==> src/rtl/mem_stage_pkg.sv <==
// mem_stage_pkg
// Shared definitions for the memory-stage controller: FSM state encoding,
// default widths/timeout, and the load/store decode helper.
package mem_stage_pkg;

    typedef enum logic [1:0] {
        ST_IDLE = 2'd0,
        ST_REQ  = 2'd1,
        ST_DONE = 2'd2
    } state_t;

    localparam int DATA_W_DEF  = 16;
    localparam int REG_W_DEF   = 8;
    localparam int TIMEOUT_DEF = 15;

    // A store wins when both MWE and Mux are set, so only Mux-without-MWE is a load.
    function automatic logic is_load(input logic mwe, input logic mux);
        return mux & ~mwe;
    endfunction

endpackage

==> src/rtl/mem_timeout_ctr.sv <==
// mem_timeout_ctr
// Counts REQ cycles without an acknowledge and flags the last allowed cycle.
// Ports:
//   clk, rst  - clock, synchronous active-high reset
//   clear     - force the count to zero (held while not requesting)
//   enable    - count one more waiting cycle
//   expire    - count has reached TIMEOUT-1: this is the final REQ cycle
module mem_timeout_ctr #(
    parameter int TIMEOUT = 15
) (
    input  logic clk,
    input  logic rst,
    input  logic clear,
    input  logic enable,
    output logic expire
);

    localparam int CW = $clog2(TIMEOUT + 1);
    localparam logic [CW-1:0] CNT_LAST = CW'(TIMEOUT - 1);
    localparam logic [CW-1:0] CNT_SAT  = CW'(TIMEOUT);

    logic [CW-1:0] cnt_q;

    // Saturates at TIMEOUT so a stuck enable can never wrap back to a
    // value that looks like a fresh request.
    always_ff @(posedge clk) begin
        if (rst) begin
            cnt_q <= '0;
        end else if (clear) begin
            cnt_q <= '0;
        end else if (enable && (cnt_q != CNT_SAT)) begin
            cnt_q <= cnt_q + CW'(1);
        end
    end

    assign expire = (cnt_q == CNT_LAST);

endmodule

==> src/rtl/mem_stage_ctrl.sv <==
// mem_stage_ctrl
// Memory pipeline stage: issues loads/stores to a multi-cycle data memory
// over a req/ack handshake, stalls upstream while an access is in flight,
// and drives the MEM->WB register.
// Ports:
//   clk, rst            - clock, synchronous active-high reset
//   MWEi, Muxi, RWEi    - store request, load select, reg write enable (EX->MEM)
//   Resi, DATA_Bi       - ALU result / memory address, store data
//   C_Regi              - destination register index
//   stall               - hold EX->MEM and everything upstream
//   mem_req/we/addr/wdata - registered memory request
//   mem_rdata, mem_ack  - memory read data and 1-cycle completion pulse
//   RWEo, WB_Data, C_Rego - to MEM->WB register
//   mem_err             - 1-cycle pulse when an access is aborted on timeout
//
// state | meaning
// ------+------------------------------------------------------------
// IDLE  | no access in flight; non-memory ops pass straight through
// REQ   | mem_req held, waiting for mem_ack or timeout
// DONE  | access finished; one writeback cycle, then back to IDLE
module mem_stage_ctrl
    import mem_stage_pkg::*;
#(
    parameter int DATA_W  = DATA_W_DEF,
    parameter int REG_W   = REG_W_DEF,
    parameter int TIMEOUT = TIMEOUT_DEF
) (
    input  logic              clk,
    input  logic              rst,
    input  logic              MWEi,
    input  logic              Muxi,
    input  logic              RWEi,
    input  logic [DATA_W-1:0] Resi,
    input  logic [DATA_W-1:0] DATA_Bi,
    input  logic [REG_W-1:0]  C_Regi,
    output logic              stall,
    output logic              mem_req,
    output logic              mem_we,
    output logic [DATA_W-1:0] mem_addr,
    output logic [DATA_W-1:0] mem_wdata,
    input  logic [DATA_W-1:0] mem_rdata,
    input  logic              mem_ack,
    output logic              RWEo,
    output logic [DATA_W-1:0] WB_Data,
    output logic [REG_W-1:0]  C_Rego,
    output logic              mem_err
);

    state_t            state_q, state_d;
    logic              mem_op;
    logic              expire;
    logic [DATA_W-1:0] rd_q;
    logic              err_q;

    assign mem_op = MWEi | Muxi;

    mem_timeout_ctr #(
        .TIMEOUT (TIMEOUT)
    ) u_timeout (
        .clk    (clk),
        .rst    (rst),
        .clear  (state_q != ST_REQ),
        .enable ((state_q == ST_REQ) && !mem_ack),
        .expire (expire)
    );

    // State and datapath registers
    always_ff @(posedge clk) begin
        if (rst) begin
            state_q   <= ST_IDLE;
            mem_req   <= 1'b0;
            mem_we    <= 1'b0;
            mem_addr  <= '0;
            mem_wdata <= '0;
            rd_q      <= '0;
            err_q     <= 1'b0;
            mem_err   <= 1'b0;
        end else begin
            state_q <= state_d;
            mem_err <= 1'b0;
            case (state_q)
                ST_IDLE: begin
                    if (mem_op) begin
                        mem_req   <= 1'b1;
                        mem_we    <= MWEi;
                        mem_addr  <= Resi;
                        mem_wdata <= DATA_Bi;
                    end
                end
                ST_REQ: begin
                    // An ack in the timeout cycle still counts as success.
                    if (mem_ack) begin
                        rd_q    <= mem_rdata;
                        mem_req <= 1'b0;
                    end else if (expire) begin
                        mem_req <= 1'b0;
                        err_q   <= 1'b1;
                        mem_err <= 1'b1;
                    end
                end
                ST_DONE: begin
                    err_q <= 1'b0;
                end
                default: ;
            endcase
        end
    end

    // Next-state logic
    always_comb begin
        state_d = state_q;
        case (state_q)
            ST_IDLE: if (mem_op) state_d = ST_REQ;
            ST_REQ:  if (mem_ack || expire) state_d = ST_DONE;
            ST_DONE: state_d = ST_IDLE;
            default: state_d = ST_IDLE;
        endcase
    end

    // Output mux. Bubbles (RWEo=0) while stalled keep the never-stalled
    // MEM->WB register from writing the same instruction twice.
    always_comb begin
        stall   = 1'b0;
        RWEo    = 1'b0;
        WB_Data = Resi;
        C_Rego  = C_Regi;
        if (rst) begin
            WB_Data = '0;
            C_Rego  = '0;
        end else begin
            case (state_q)
                ST_IDLE: begin
                    stall = mem_op;
                    RWEo  = RWEi & ~mem_op;
                end
                ST_REQ: begin
                    stall = 1'b1;
                end
                ST_DONE: begin
                    RWEo = RWEi & ~err_q;
                    if (is_load(MWEi, Muxi)) begin
                        WB_Data = rd_q;
                    end
                end
                default: ;
            endcase
        end
    end

endmodule
==> config.mk <==
export PLATFORM = sky130hd
export DESIGN_NAME = mem_stage_ctrl
export DESIGN_NICKNAME = d
export VERILOG_FILES = /design/src/rtl/mem_stage_pkg.sv /design/src/rtl/mem_timeout_ctr.sv /design/src/rtl/mem_stage_ctrl.sv
export SDC_FILE = /design/constraint.sdc
export NUM_CORES = 1
export LEC_CHECK = 0
export CORE_MARGIN = 2
export CORE_UTILIZATION = 45
export CTS_BUF_LIST = sky130_fd_sc_hd__clkbuf_4 sky130_fd_sc_hd__clkbuf_8
export CTS_CLUSTER_DIAMETER = 100
export DETAILED_ROUTE_END_ITERATION = 10
export HOLD_SLACK_MARGIN = 0.06
export PLACE_DENSITY = 0.95
export SLEW_MARGIN = 10
export SYNTH_ARGS = -nofsm -noshare
export SYNTH_HDL_FRONTEND = slang
export SYNTH_SLANG_ARGS = --single-unit
==> constraint.sdc <==
create_clock -name clk -period 4.1 [get_ports clk]
set_input_delay 1.23 -clock clk [delete_from_list [all_inputs] [get_ports clk]]
set_output_delay 1.23 -clock clk [all_outputs]
set_load 0.01 [all_outputs]
Yosys cells after proc, flatten, opt, wreduce, memory -nomap -nowiden
Index checks and enable logic that the tools add are counted.
{"block": "totals", "regBits": 58, "inputBits": 62, "wordCells": 61}
{"block": "classes", "addsub": 1, "n_eq_ne": 10, "n_mux": 19, "bitwise_logic": 8, "n_reduce_logical": 14}
{"cell": "16-bit two-way mux", "n": 3}
{"cell": "1-bit two-way mux", "n": 8}
{"cell": "8-bit two-way mux", "n": 1}
{"cell": "1-bit case mux with 2 select lines", "n": 4}
{"cell": "2-bit != test (second input constant)", "n": 3}
{"cell": "2-bit AND reduction", "n": 3}
{"cell": "3-bit AND reduction", "n": 2}
{"cell": "4-bit by 1-bit adder with 4-bit output (second input constant)", "n": 1}
{"cell": "4-bit == test (second input constant)", "n": 1}
{"cell": "2-bit two-way mux", "n": 2}
{"cell": "2-bit by 1-bit != test with 1-bit output (second input constant)", "n": 2}
{"cell": "4-bit != test (second input constant)", "n": 1}
{"cell": "1-bit inverter", "n": 4}
{"cell": "2-bit case mux with 2 select lines", "n": 1}
{"cell": "2-bit nonzero test", "n": 2}
{"cell": "1-bit bitwise AND", "n": 3}
{"cell": "3-bit != test (second input constant)", "n": 1}
{"cell": "3-bit OR reduction", "n": 1}
{"cell": "2-bit by 1-bit == test with 1-bit output (second input constant)", "n": 1}
{"cell": "2-bit == test (second input constant)", "n": 1}
{"cell": "1-bit logical AND", "n": 2}
{"cell": "2-bit logical NOT", "n": 1}
{"cell": "2-bit OR reduction", "n": 1}
{"cell": "1-bit logical NOT", "n": 1}
{"cell": "2 further kinds", "n": 2}

Longest topological paths before layout
Gate-level depths: netlist of the first run.
{"block": "logic_depth", "ltp_word": 5, "depth_mapped": 6}

By module
Synthesis of the first run repeated with hierarchy kept, for this count alone.
{"block": "hier_totals", "hier_cells": 332, "area_unflattened_um2": 2887.8}
{"module": "mem_stage_ctrl", "instances": 1, "cells_per_inst": 308, "area_per_inst_um2": 2670.1, "seq_area_each_um2": 1081.0}
{"module": "mem_timeout_ctr", "instances": 1, "cells_per_inst": 24, "area_per_inst_um2": 217.7, "seq_area_each_um2": 80.1}

Worst setup path before layout of the first run
No wires, ideal clock.
{"block": "synth_timing", "kind": "input to output", "startpoint": "in MWEi", "endpoint": "out WB_Data[10]", "t_arrival_ns": 2.223, "slack_ns": 0.647, "stages": 5, "path_buffers": 2, "cell_sequence": "or4bb_1 -> clkbuf_1 -> clkbuf_1 -> nand2_1 -> a21oi_1"}
{"block": "synth_between", "elab_chain_len": 5}
{"element": "start, declared", "line": "mem_stage_ctrl.sv:30", "rtl": "input logic MWEi,"}
{"element": "1-bit inverter", "line": "mem_stage_pkg.sv:18", "rtl": "return mux & ~mwe;"}
{"element": "1-bit bitwise AND", "line": "mem_stage_pkg.sv:18"}
{"element": "16-bit two-way mux", "line": "mem_stage_ctrl.sv:141", "rtl": "if (is_load(MWEi, Muxi)) begin"}
{"element": "16-bit two-way mux", "line": "mem_stage_ctrl.sv:131", "rtl": "case (state_q)"}
{"element": "16-bit two-way mux", "line": "mem_stage_ctrl.sv:127", "rtl": "if (rst) begin"}
{"element": "end, declared", "line": "mem_stage_ctrl.sv:44", "rtl": "output logic [DATA_W-1:0] WB_Data,"}
No other way between the ends.

Worst setup path after layout of the first run
{"block": "layout_timing", "startpoint": "in MWEi", "endpoint": "out WB_Data[11]"}
The elaborated chain is that of the path after synthesis.

==> flow_metrics.tcl, run 1 <==
set metrics [dict create \
    grt_pass1_vias 2707 \
    fill_cells 418 \
    crit_required_ns 2.87 \
    synth-edff-count 0 \
    final_nets 518 \
    tightest_slew_ns 0.6344 \
    avgSynthCellArea_sq_um 7.496 \
    globalplace.congestion 0.8575 \
    power_w 0.001519 \
    antenna_found_initial 0 \
    yosys.area.top_type "dfxtp_1" \
    syn2layout_area_growth_pct 59.28 \
    rows 27 \
    synth-simple-area-share_pct 24.18 \
    route.detailed.drc 0 \
    final_cells 531 \
    die_area_sq_um 6264 \
    place_area_sq_um 3805 \
    power.leakage_nw 1.571 \
    core_sq_um 5473 \
    cp_max_fo 4 \
    finalCritPeriodShare_pct 96.39 \
    wl_per_cell_microns 14.78 \
    htreeDepth 3 \
    fin_skew_ns 0.005468 \
    placement.io_buffers 122 \
    power.switching_w 0.0003947 \
    worst-setup-path-type "in -> out" \
    placed_cells 512 \
    cts-buffers-inserted 9 \
    vias 2857 \
    p_sw_share_pct 25.98 \
    min_period_ns 3.952 \
    max-cap-violations 0 \
    drt_iter0_markers 139 \
    yosys_warnings 0 \
    stdcell_area_sq_um 4048 \
    grt_max_degree 35 \
    slew_viol_final 0 \
    synth_xor_area_share_pct 0 \
    mostFrequentLayoutCells "102 x clkdlybuf4s50_1, 71 x a21oi_1, 67 x nand2_1" \
    routed_wirelength_microns 7847 \
    synth_top_area_share_pct 45.69 \
    synth_flop_cell "dfxtp_1" \
    ff_latch_area_sq_um 1161 \
    syn_area_sq_um 2541 \
    fin_ws_ns 0.1480 \
    antenna_left 0 \
    synth.distinct_cells 29 \
    cpMostUsedCell "dlygate4sd2_1" \
    cp_cell_sequence "dlygate4sd2_1, nor4bb_4, buf_6, buf_4, nand2_1, a21oi_1, dlygate4sd2_1" \
    max_stage_delay_ns 0.37 \
    synth_mux_area_share_pct 0.3939 \
    cts.sinks 58 \
    fp.dieW_microns 79.15 \
    cellPowerDensity_nw_per_um2 375.3 \
    clkPwrFrac_pct 37.9 \
    cts_root_buffer "clkbuf_8" \
    clk_latency_ns 0.33 \
    ir_drop_mv 0.2669 \
    timing.hold.worst.class "reg -> reg" \
    power_frac_comb_pct 20.8 \
    synthAdderAreaFrac_pct 0.9847 \
    internal_power_w 0.001124 \
    status "finished clean" \
    clkTransAtPathRegs_ns 0.06 \
    n_antenna_cell 0 \
    timing.fmax_mhz 253.0 \
    synth_nets 403 \
    syn_inst 339 \
    pwr-share-seq_pct 41.3 \
    synth_top_cells_by_area "dfxtp_1 46%, a21oi_1 14%, nand2_1 9.9%" \
    layout_commonest_cell "clkdlybuf4s50_1" \
    die_h_microns 79.15 \
    start_kind "primary input" \
    cts_tree "built" \
    grt_pass1_wl_microns 12360 \
    fin_util_pct 73.96 \
    relSlewSlack_pct 57.58 \
    final_hold_viol_count 0 \
    place_ws_ns -0.2214 \
    synth-compound-area-share_pct 22.80 \
    rsz0062_at_grt "false" \
    crit_arrival_ns 2.72 \
    dp_hpwl_microns 5461 \
    track_usage_pct 25.01 \
    via_per_inst 5.380 \
    ys_seq_area_share_pct 45.69 \
    multi_input_area_sq_um 1249 \
    synth_top_family_by_area "simple AND/OR/NAND/NOR gates" \
    clk_path_buf_depth 2 \
    io_pins 123 \
    first_pass_iters 5 \
    cts_hold_buf 0 \
    synthArstFlopShare_pct 0 \
    setup_viol 0 \
    initial_core_util_pct 46.43 \
    gr-total-overflow 0 \
    endpoint_kind "output pin" \
    cpMaxStageDelayCell "nor4bb_4" \
    synth-seq-cells 58 \
    layout-drive-gt1-share_pct 8.061 \
]
==> final cells by class <==
class                           instances  area share (%)
Timing Repair Buffer                  136           32.49
Multi-Input combinational cell        245           30.85
Sequential cell                        58           28.69
Clock buffer                           10           3.400
Tap cell                               72           2.226
Clock inverter                          6           1.978
Inverter                                4          0.3709
==> worst max-delay path, delay by kind of cell <==
family	cells	cell delay [ns]
AO/OA/AOI/OAI	1	0.15
buffers and inverters	4	0.92
AND/OR/NAND/NOR	2	0.42
==> through the flow <==
step,TNS (ns),hold slack [ns]
2_1_floorplan,0,0.4366
3_3_place_gp,-3.033,0.4422
3_5_place_dp,-3.280,0.4484
4_1_cts,0,0.4578
5_1_grt,0,0.4783
6_report,0,0.4546
==> power groups by stage <==
stage	Combinational, W	Sequential, W	Clock, W
after global placement	0.000311	0.000637	0
final	0.000316	0.000628	0.000576
after detailed placement	0.000319	0.000639	0
after floorplan	0.000132	0.000647	0
after global routing	0.000342	0.000632	0.000608
after CTS	0.000316	0.000627	0.000583
==> final timing paths <==
path / from / endpoint / slack [ns] / depth (start not counted)
hold reg to reg: rd_q[11]$_SDFFE_PP0P_ / rd_q[11]$_SDFFE_PP0P_ / 0.45 / 2
setup / recovery: MWEi / WB_Data[11] / 0.15 / 7
setup reg to reg: state_q[0]$_SDFFE_PP0P_ / u_timeout.cnt_q[3]$_SDFFE_PP0P_ / 2.28 / 3
hold / removal: rd_q[11]$_SDFFE_PP0P_ / rd_q[11]$_SDFFE_PP0P_ / 0.45 / 2
==> registers in the layout (all words and copies together) (netlist names) <==
signal           cells
err_q                1
rd_q                16
mem_addr            16
mem_we               1
u_timeout.cnt_q      4
state_q              2
mem_err              1
mem_req              1
mem_wdata           16
==> repair_timing <==
| action | CTS | global route |
|---|---|---|
| pin swaps | 1 | 0 |
| gates cloned | 1 | 0 |
| buffers inserted | 2 | 0 |
| setup endpoints to repair | 17 | 16 |
| resized for setup | 27 | 1 |
==> cells by family (layout without fill, tap and decap cells) <==
logic type,Yosys count,after routing
AO/OA/AOI/OAI,112,112
adder cells (fa/ha/maj),2,2
buffers and inverters,36,156
flip-flops,58,58
multiplexers,1,1
AND/OR/NAND/NOR,130,130
==> routing by layer <==
layer	routed length, microns	track usage [%]
met1	3184	28.76
met2	3848	42.80
met5	0	0
met3	552	4.773
met4	261	15.17
==> cells in the mapped netlist (all sizes together) (3+ instances only) <==
cell and number:
nor3 3, nor2 3, o21ai 36, clkbuf 24, inv 4, buf 8, dfxtp 58, nor2b 8
nand2 67, nand3 34, a21oi 71
Note: power is estimated with default switching activity, not from simulation.
==> run 2, diff against run 1 <==
--- a/config.mk
+++ b/config.mk
@@ -9,6 +9,7 @@
 export CORE_UTILIZATION = 45
 export CTS_BUF_LIST = sky130_fd_sc_hd__clkbuf_4 sky130_fd_sc_hd__clkbuf_8
 export CTS_CLUSTER_DIAMETER = 100
+export CTS_CLUSTER_SIZE = 16
 export DETAILED_ROUTE_END_ITERATION = 10
 export HOLD_SLACK_MARGIN = 0.06
 export PLACE_DENSITY = 0.95
==> results of run 2 <==
Final layout, timing and power as in run 1 (identical DEF).
==> run 3, diff against run 2 <==
--- a/config.mk
+++ b/config.mk
@@ -13,7 +13,7 @@
 export DETAILED_ROUTE_END_ITERATION = 10
 export HOLD_SLACK_MARGIN = 0.06
 export PLACE_DENSITY = 0.95
-export SLEW_MARGIN = 10
+export SLEW_MARGIN = 0
 export SYNTH_ARGS = -nofsm -noshare
 export SYNTH_HDL_FRONTEND = slang
 export SYNTH_SLANG_ARGS = --single-unit
==> results of run 3 <==
Final layout, timing and power as in run 1 (identical DEF).
